[src/rtl/cpu_pkg.sv]
// Shared CPU definitions: ALU op encodings, opcodes, default widths and
// the ID/EX payload width helper.
package cpu_pkg;

  localparam int DATA_W_DEF = 32;
  localparam int REG_AW_DEF = 5;

  localparam int ALU_OP_W = 3;
  localparam int IMM16_W  = 16;
  localparam int FUNCT_W  = 6;
  localparam int OPCODE_W = 6;

  localparam logic [ALU_OP_W-1:0] ALU_R_TYPE = 3'd0;
  localparam logic [ALU_OP_W-1:0] ALU_ADDI   = 3'd1;
  localparam logic [ALU_OP_W-1:0] ALU_SLTIU  = 3'd2;
  localparam logic [ALU_OP_W-1:0] ALU_BEQ    = 3'd3;
  localparam logic [ALU_OP_W-1:0] ALU_LUI    = 3'd4;
  localparam logic [ALU_OP_W-1:0] ALU_ORI    = 3'd5;
  localparam logic [ALU_OP_W-1:0] ALU_BNE    = 3'd6;

  localparam logic [OPCODE_W-1:0] OP_RTYPE = 6'h00;
  localparam logic [OPCODE_W-1:0] OP_BEQ   = 6'h04;
  localparam logic [OPCODE_W-1:0] OP_BNE   = 6'h05;
  localparam logic [OPCODE_W-1:0] OP_ADDI  = 6'h08;
  localparam logic [OPCODE_W-1:0] OP_SLTIU = 6'h0B;
  localparam logic [OPCODE_W-1:0] OP_ORI   = 6'h0D;
  localparam logic [OPCODE_W-1:0] OP_LUI   = 6'h0F;

  // regwrite, alusrc, branch, branch_eq + alu_op + funct + pc/rs/rt/imm + wreg
  function automatic int payload_w(input int dw, input int aw);
    return 4 + ALU_OP_W + FUNCT_W + 4 * dw + aw;
  endfunction

endpackage

[src/rtl/idex_payload_reg.sv]
// Flat payload register with load enable; one instance holds the entry
// visible to EX, the other is the skid entry.
module idex_payload_reg #(
  parameter int W = 8
) (
  input  logic         clk_i,
  input  logic         rst_i,
  input  logic         ld_i,
  input  logic [W-1:0] d_i,
  output logic [W-1:0] q_o
);

  logic [W-1:0] data_q;

  always_ff @(posedge clk_i) begin
    if (rst_i)     data_q <= '0;
    else if (ld_i) data_q <= d_i;
  end

  assign q_o = data_q;

endmodule

[src/rtl/id_ex_pipe.sv]
// Elastic ID/EX boundary: main register + 2nd skid entry, flush, and a
// saturating stall counter. in_ready_o depends only on the skid flop.
module id_ex_pipe
  import cpu_pkg::*;
#(
  parameter int DATA_W = DATA_W_DEF,
  parameter int REG_AW = REG_AW_DEF,
  parameter int CNT_W  = 16
) (
  input  logic                clk_i,
  input  logic                rst_i,
  input  logic                in_valid_i,
  output logic                in_ready_o,
  input  logic                regwrite_i,
  input  logic [ALU_OP_W-1:0] alu_op_i,
  input  logic                alusrc_i,
  input  logic                regdst_i,
  input  logic                branch_i,
  input  logic                branch_eq_i,
  input  logic [DATA_W-1:0]   pc_plus4_i,
  input  logic [DATA_W-1:0]   rs_data_i,
  input  logic [DATA_W-1:0]   rt_data_i,
  input  logic [IMM16_W-1:0]  imm16_i,
  input  logic [REG_AW-1:0]   rt_i,
  input  logic [REG_AW-1:0]   rd_i,
  input  logic [FUNCT_W-1:0]  funct_i,
  input  logic                flush_i,
  output logic                out_valid_o,
  input  logic                out_ready_i,
  output logic                out_regwrite_o,
  output logic [ALU_OP_W-1:0] out_alu_op_o,
  output logic                out_alusrc_o,
  output logic                out_branch_o,
  output logic                out_branch_eq_o,
  output logic [DATA_W-1:0]   out_pc_plus4_o,
  output logic [DATA_W-1:0]   out_rs_data_o,
  output logic [DATA_W-1:0]   out_rt_data_o,
  output logic [FUNCT_W-1:0]  out_funct_o,
  output logic [DATA_W-1:0]   out_imm_o,
  output logic [REG_AW-1:0]   out_wreg_o,
  output logic [CNT_W-1:0]    stall_cnt_o
);

  localparam int PW = payload_w(DATA_W, REG_AW);

  logic [DATA_W-1:0] imm_ext;
  logic [REG_AW-1:0] wreg;
  logic [PW-1:0]     in_pl, main_pl_d, main_pl_q, skid_pl_q;
  logic              main_vld_q, main_vld_d, skid_vld_q, skid_vld_d;
  logic              main_ld, skid_ld, acc, main_free;
  logic [CNT_W-1:0]  stall_q;
  logic              raw_regwrite, raw_branch;

  always_comb begin
    if (alu_op_i == ALU_ORI) imm_ext = {{(DATA_W-IMM16_W){1'b0}}, imm16_i};
    else                     imm_ext = {{(DATA_W-IMM16_W){imm16_i[IMM16_W-1]}}, imm16_i};
  end

  assign wreg  = regdst_i ? rd_i : rt_i;
  assign in_pl = {regwrite_i, alu_op_i, alusrc_i, branch_i, branch_eq_i,
                  pc_plus4_i, rs_data_i, rt_data_i, funct_i, imm_ext, wreg};

  assign in_ready_o = ~skid_vld_q;
  // An input arriving with a flush belongs to the killed path.
  assign acc        = in_valid_i & in_ready_o & ~flush_i;
  assign main_free  = ~main_vld_q | out_ready_i;

  // in_ready_o is low whenever skid is valid, so skid and input never compete.
  always_comb begin
    main_vld_d = main_vld_q;
    skid_vld_d = skid_vld_q;
    main_ld    = 1'b0;
    skid_ld    = 1'b0;
    main_pl_d  = skid_vld_q ? skid_pl_q : in_pl;
    if (flush_i) begin
      main_vld_d = 1'b0;
      skid_vld_d = 1'b0;
    end else if (main_free) begin
      main_vld_d = skid_vld_q | acc;
      main_ld    = skid_vld_q | acc;
      skid_vld_d = 1'b0;
    end else if (acc) begin
      skid_vld_d = 1'b1;
      skid_ld    = 1'b1;
    end
  end

  idex_payload_reg #(.W(PW)) u_main (
    .clk_i(clk_i), .rst_i(rst_i), .ld_i(main_ld), .d_i(main_pl_d), .q_o(main_pl_q)
  );

  idex_payload_reg #(.W(PW)) u_skid (
    .clk_i(clk_i), .rst_i(rst_i), .ld_i(skid_ld), .d_i(in_pl), .q_o(skid_pl_q)
  );

  always_ff @(posedge clk_i) begin
    if (rst_i) begin
      main_vld_q <= 1'b0;
      skid_vld_q <= 1'b0;
      stall_q    <= '0;
    end else begin
      main_vld_q <= main_vld_d;
      skid_vld_q <= skid_vld_d;
      if (main_vld_q && !out_ready_i && stall_q != '1) stall_q <= stall_q + 1'b1;
    end
  end

  assign {raw_regwrite, out_alu_op_o, out_alusrc_o, raw_branch, out_branch_eq_o,
          out_pc_plus4_o, out_rs_data_o, out_rt_data_o, out_funct_o,
          out_imm_o, out_wreg_o} = main_pl_q;

  // Side-effect controls are masked so a stale payload cannot act in EX.
  assign out_regwrite_o = raw_regwrite & main_vld_q;
  assign out_branch_o   = raw_branch & main_vld_q;
  assign out_valid_o    = main_vld_q;
  assign stall_cnt_o    = stall_q;

endmodule

[config.mk]
export PLATFORM = sky130hd
export DESIGN_NAME = id_ex_pipe
export DESIGN_NICKNAME = d
export VERILOG_FILES = /design/src/rtl/cpu_pkg.sv /design/src/rtl/idex_payload_reg.sv /design/src/rtl/id_ex_pipe.sv
export SDC_FILE = /design/constraint.sdc
export NUM_CORES = 1
export LEC_CHECK = 0
export CAP_MARGIN = 20
export CORE_MARGIN = 2
export CORE_UTILIZATION = 31
export CTS_BUF_LIST = sky130_fd_sc_hd__clkbuf_4 sky130_fd_sc_hd__clkbuf_8
export DETAILED_ROUTE_END_ITERATION = 8
export PLACE_DENSITY = 0.58
export SYNTH_ARGS = -nofsm -noshare
export SYNTH_HDL_FRONTEND = slang
export SYNTH_SLANG_ARGS = --single-unit
[constraint.sdc]
create_clock -name clk_i -period 2.4 [get_ports clk_i]
set_input_delay 0.72 -clock clk_i [delete_from_list [all_inputs] [get_ports clk_i]]
set_output_delay 0.72 -clock clk_i [all_outputs]
set_load 0.01 [all_outputs]
==> metrics <==
Int Power=just over 8 mW; pwr dens=665 nW/um^2; total gr overflow=0; reg2reg end=stall_cnt_o[9]; worst hold margin=around 450 ps; RR Startpoint=stall_cnt_o[2]; via count=between 9,000 and 10,000; hold buffers post-CTS=0; Syn Nets=between 1,500 and 2,000; Syn Inst Count=1,410; CTS Buffer Depth=3; Endpoint, Worst Hold=u_main.q_o[0]; Critical Path Start Type=flop; Buf+Inv Stages, Crit Path=1; WP data required=between 1500 and 2000 ps; largest area contributor in the netlist=dfxtp_1; max_slew headroom=between 40 and 50%; CP delay by family, top=buffers and inverters; num rows=72; clock network fraction of total power=42.3%; chip height=between 200 and 250 um; Synth async-reset ratio=0%; top cells by area, synth=dfxtp_1, mux2i_1, buf_4; Post-Synth Adder-Cell Area=less than 1%; Fin Clk Skew=13.0 ps; endpoints failing setup=0; CP Max Fanout=5; synth unique cells=38; Static Leak=~5.5 nW; part of the power in registers=between 40% and 50%; sw frac=approximately a quarter; die area=40,700 sq um; Slew @ Worst Pin=roughly 780 ps; mux contribution to synthesized area=10.7%; I/O pin cnt=slightly above 300; Synth Flop Type=dfxtp_1; all-layer global routing usage=15.7%; flops & latches, synth=between 200 and 300; maxcap violations=0; vias per cell=approximately 4.7; Root Driver=clkbuf_8; clock slew at reported path FFs=roughly 60 ps; syn avg cell area=around 8.6 sq um; Hold Vio Cnt, Final=0; synth-to-layout area growth=33.1%; clock latency at the later pin of the worst-skew pair=just over 600 ps; slowest stage delay, CP=600 ps; Hold Path Cell Cnt=2; Net Sw Power=roughly 2.6 mW; core area=about 39,000 sq um; port bufs=304; post-synthesis simple-gate area fraction=between 10% and 20%; crit path kind=flop to output pin; most common cell in the netlist=dfxtp_1; NumNets Final=around 1,700; Final Wtd Congestion=about 0.75; CTS sink cnt=between 200 and 300; DRC viols=0; XOR/XNOR Fraction of Synth Area=less than 1%; R2R depth=5; Post-CTS Setup Repair Bufs=0; Worst Slack Setup Final=59.1 ps; post-synthesis cell area=12,100 sq um; Synth Area in Compound Gates=about 15%; vias in the first global route=9,342; initial core utilization=a little under a third; share of cells above drive strength 1=roughly a tenth; Post-synth EDFFs=0; Worst path depth=1; Fin Setup TNS=0 ps; pre-CTS setup slack=-227 ps; DRT iter0 DRCs=~390; Yosys warnings=0; global-route wire length before repair=a little over 50,000 um; Slew Limit Fails=0; CP Capture Type=output pin; Comb pwr share=about an eighth; Hold Crit Start=u_main.q_o[0]; fmax=roughly 430 MHz; 1st-pass router iterations=4; Period minus WS final=2340 ps; outcome=finished, final reports clean; synth cell count leaders=dfxtp_1, nand2_1, buf_4, a21oi_1, nor2_1; detailed placement HPWL=about 22,000 um; Post-DP Area=roughly 15,000 sq um; largest net degree at the start of global routing=94; CP arrival=roughly 1600 ps; Worst VDD drop=0.382 mV; H-tree depth=2; Tcrit/Tclk final=97.5%; clock tree from TritonCTS=done; TritonCTS Buffers=48; Seq/Total Area, Yosys=between 40 and 50%; initial antenna violation count=0; worst reg2reg setup slack=between 500 and 600 ps; Antenna Nets Post-Route=0; WL final=32,700 um; Synth top area share=between 40% and 50%; largest family of logic cells by synthesized area=compound AO/OA/AOI/OAI gates; HP Class=flop to flop; Die Wd=202 um; post-route cell area=roughly 16,000 sq um; crit-path cells=clkdlybuf4s50_1; DR WL/cell=approximately 15 um; Slowest cell on crit path=clkdlybuf4s50_1
==> cells in the final DEF (no fill, tap or decap), drive strengths merged, types with 5 or more instances in the layout <==
cell type / instances
dfxtp: 280
or4: 5
a21oi: 142
inv: 6
o211ai: 5
a211oi: 133
clkdlybuf4s50: 282
dlygate4sd2: 13
clkbuf: 80
nand2: 266
dlymetal6s2s: 8
nor3: 5
buf: 57
mux2i: 130
nor2: 138
nand4: 5
or3: 6
nand3: 9
o21ai: 6
==> cell type report <==
cell class	count	area (sq um)
clock buffers	79	981
repair buffers	361	3800
flip-flops and latches	280	5620
well taps	518	648
multi-input cells	877	5010
inverters	6	22.5
fillers	3824	22500
diodes	1	2.50
clock inverters	5	30.0
==> stage by stage <==
step	std cells	power, mW	utilization (%)
finish	2127	10.7	41.7
global route	2126	11.2	41.7
global placement	2042	6.29	39.1
CTS	2126	10.9	41.6
floorplan	1410	5.72	-
detailed placement	2042	6.31	39.1
==> power by group through the flow <==
stage	combinational, mW	sequential [mW]	clock [mW]
after floorplan	0.727	4.99	0
after global placement	1.27	5.02	0
after detailed placement	1.28	5.02	0
after CTS	1.29	4.92	4.71
after global routing	1.37	4.94	4.92
final	1.27	4.92	4.53
==> logic make-up (layout without fill, tap and decap cells) <==
logic type | count (synthesis) | after routing
XOR/XNOR | 1 | 1
buffers and inverters | 253 | 451
other | 0 | 1
AND/OR/NAND/NOR | 449 | 449
AO/OA/AOI/OAI | 296 | 296
adder cells (fa/ha/maj) | 1 | 1
multiplexers | 130 | 130
flip-flops | 280 | 280
==> flip-flops by register name, summed over array words and instances (netlist names) <==
signal	flops
out_valid_o	1
skid_vld_q	1
stall_cnt_o	16
u_main.q_o	131
u_skid.q_o	131
==> per-layer routing <==
metal	global-route usage, %	routed length, um
met4	5.99	931
met2	25.2	15100
met5	0	0
met3	4.73	1990
met1	19.7	14700
==> timing repair <==
action,4_1_cts,5_1_grt
setup endpoints to repair,31,15
resized for setup,18,8
pin swaps,0,0
==> how the worst max path moves through the flow <==
| stage | end | start | slack, ps |
|---|---|---|---|
| 5_1_grt | out_imm_o[27] | u_main.q_o[36] | -0.5 |
| 3_5_place_dp | stall_cnt_o[9] | out_ready_i | -230 |
| 2_1_floorplan | stall_cnt_o[15] | out_ready_i | 330 |
| 3_3_place_gp | stall_cnt_o[9] | out_ready_i | -250 |
| 4_1_cts | stall_cnt_o[13] | stall_cnt_o[13] | 2 |
| 6_report | stall_cnt_o[15] | stall_cnt_o[15] | 60 |
No activity file was read; power rests on OpenSTA's default activity.
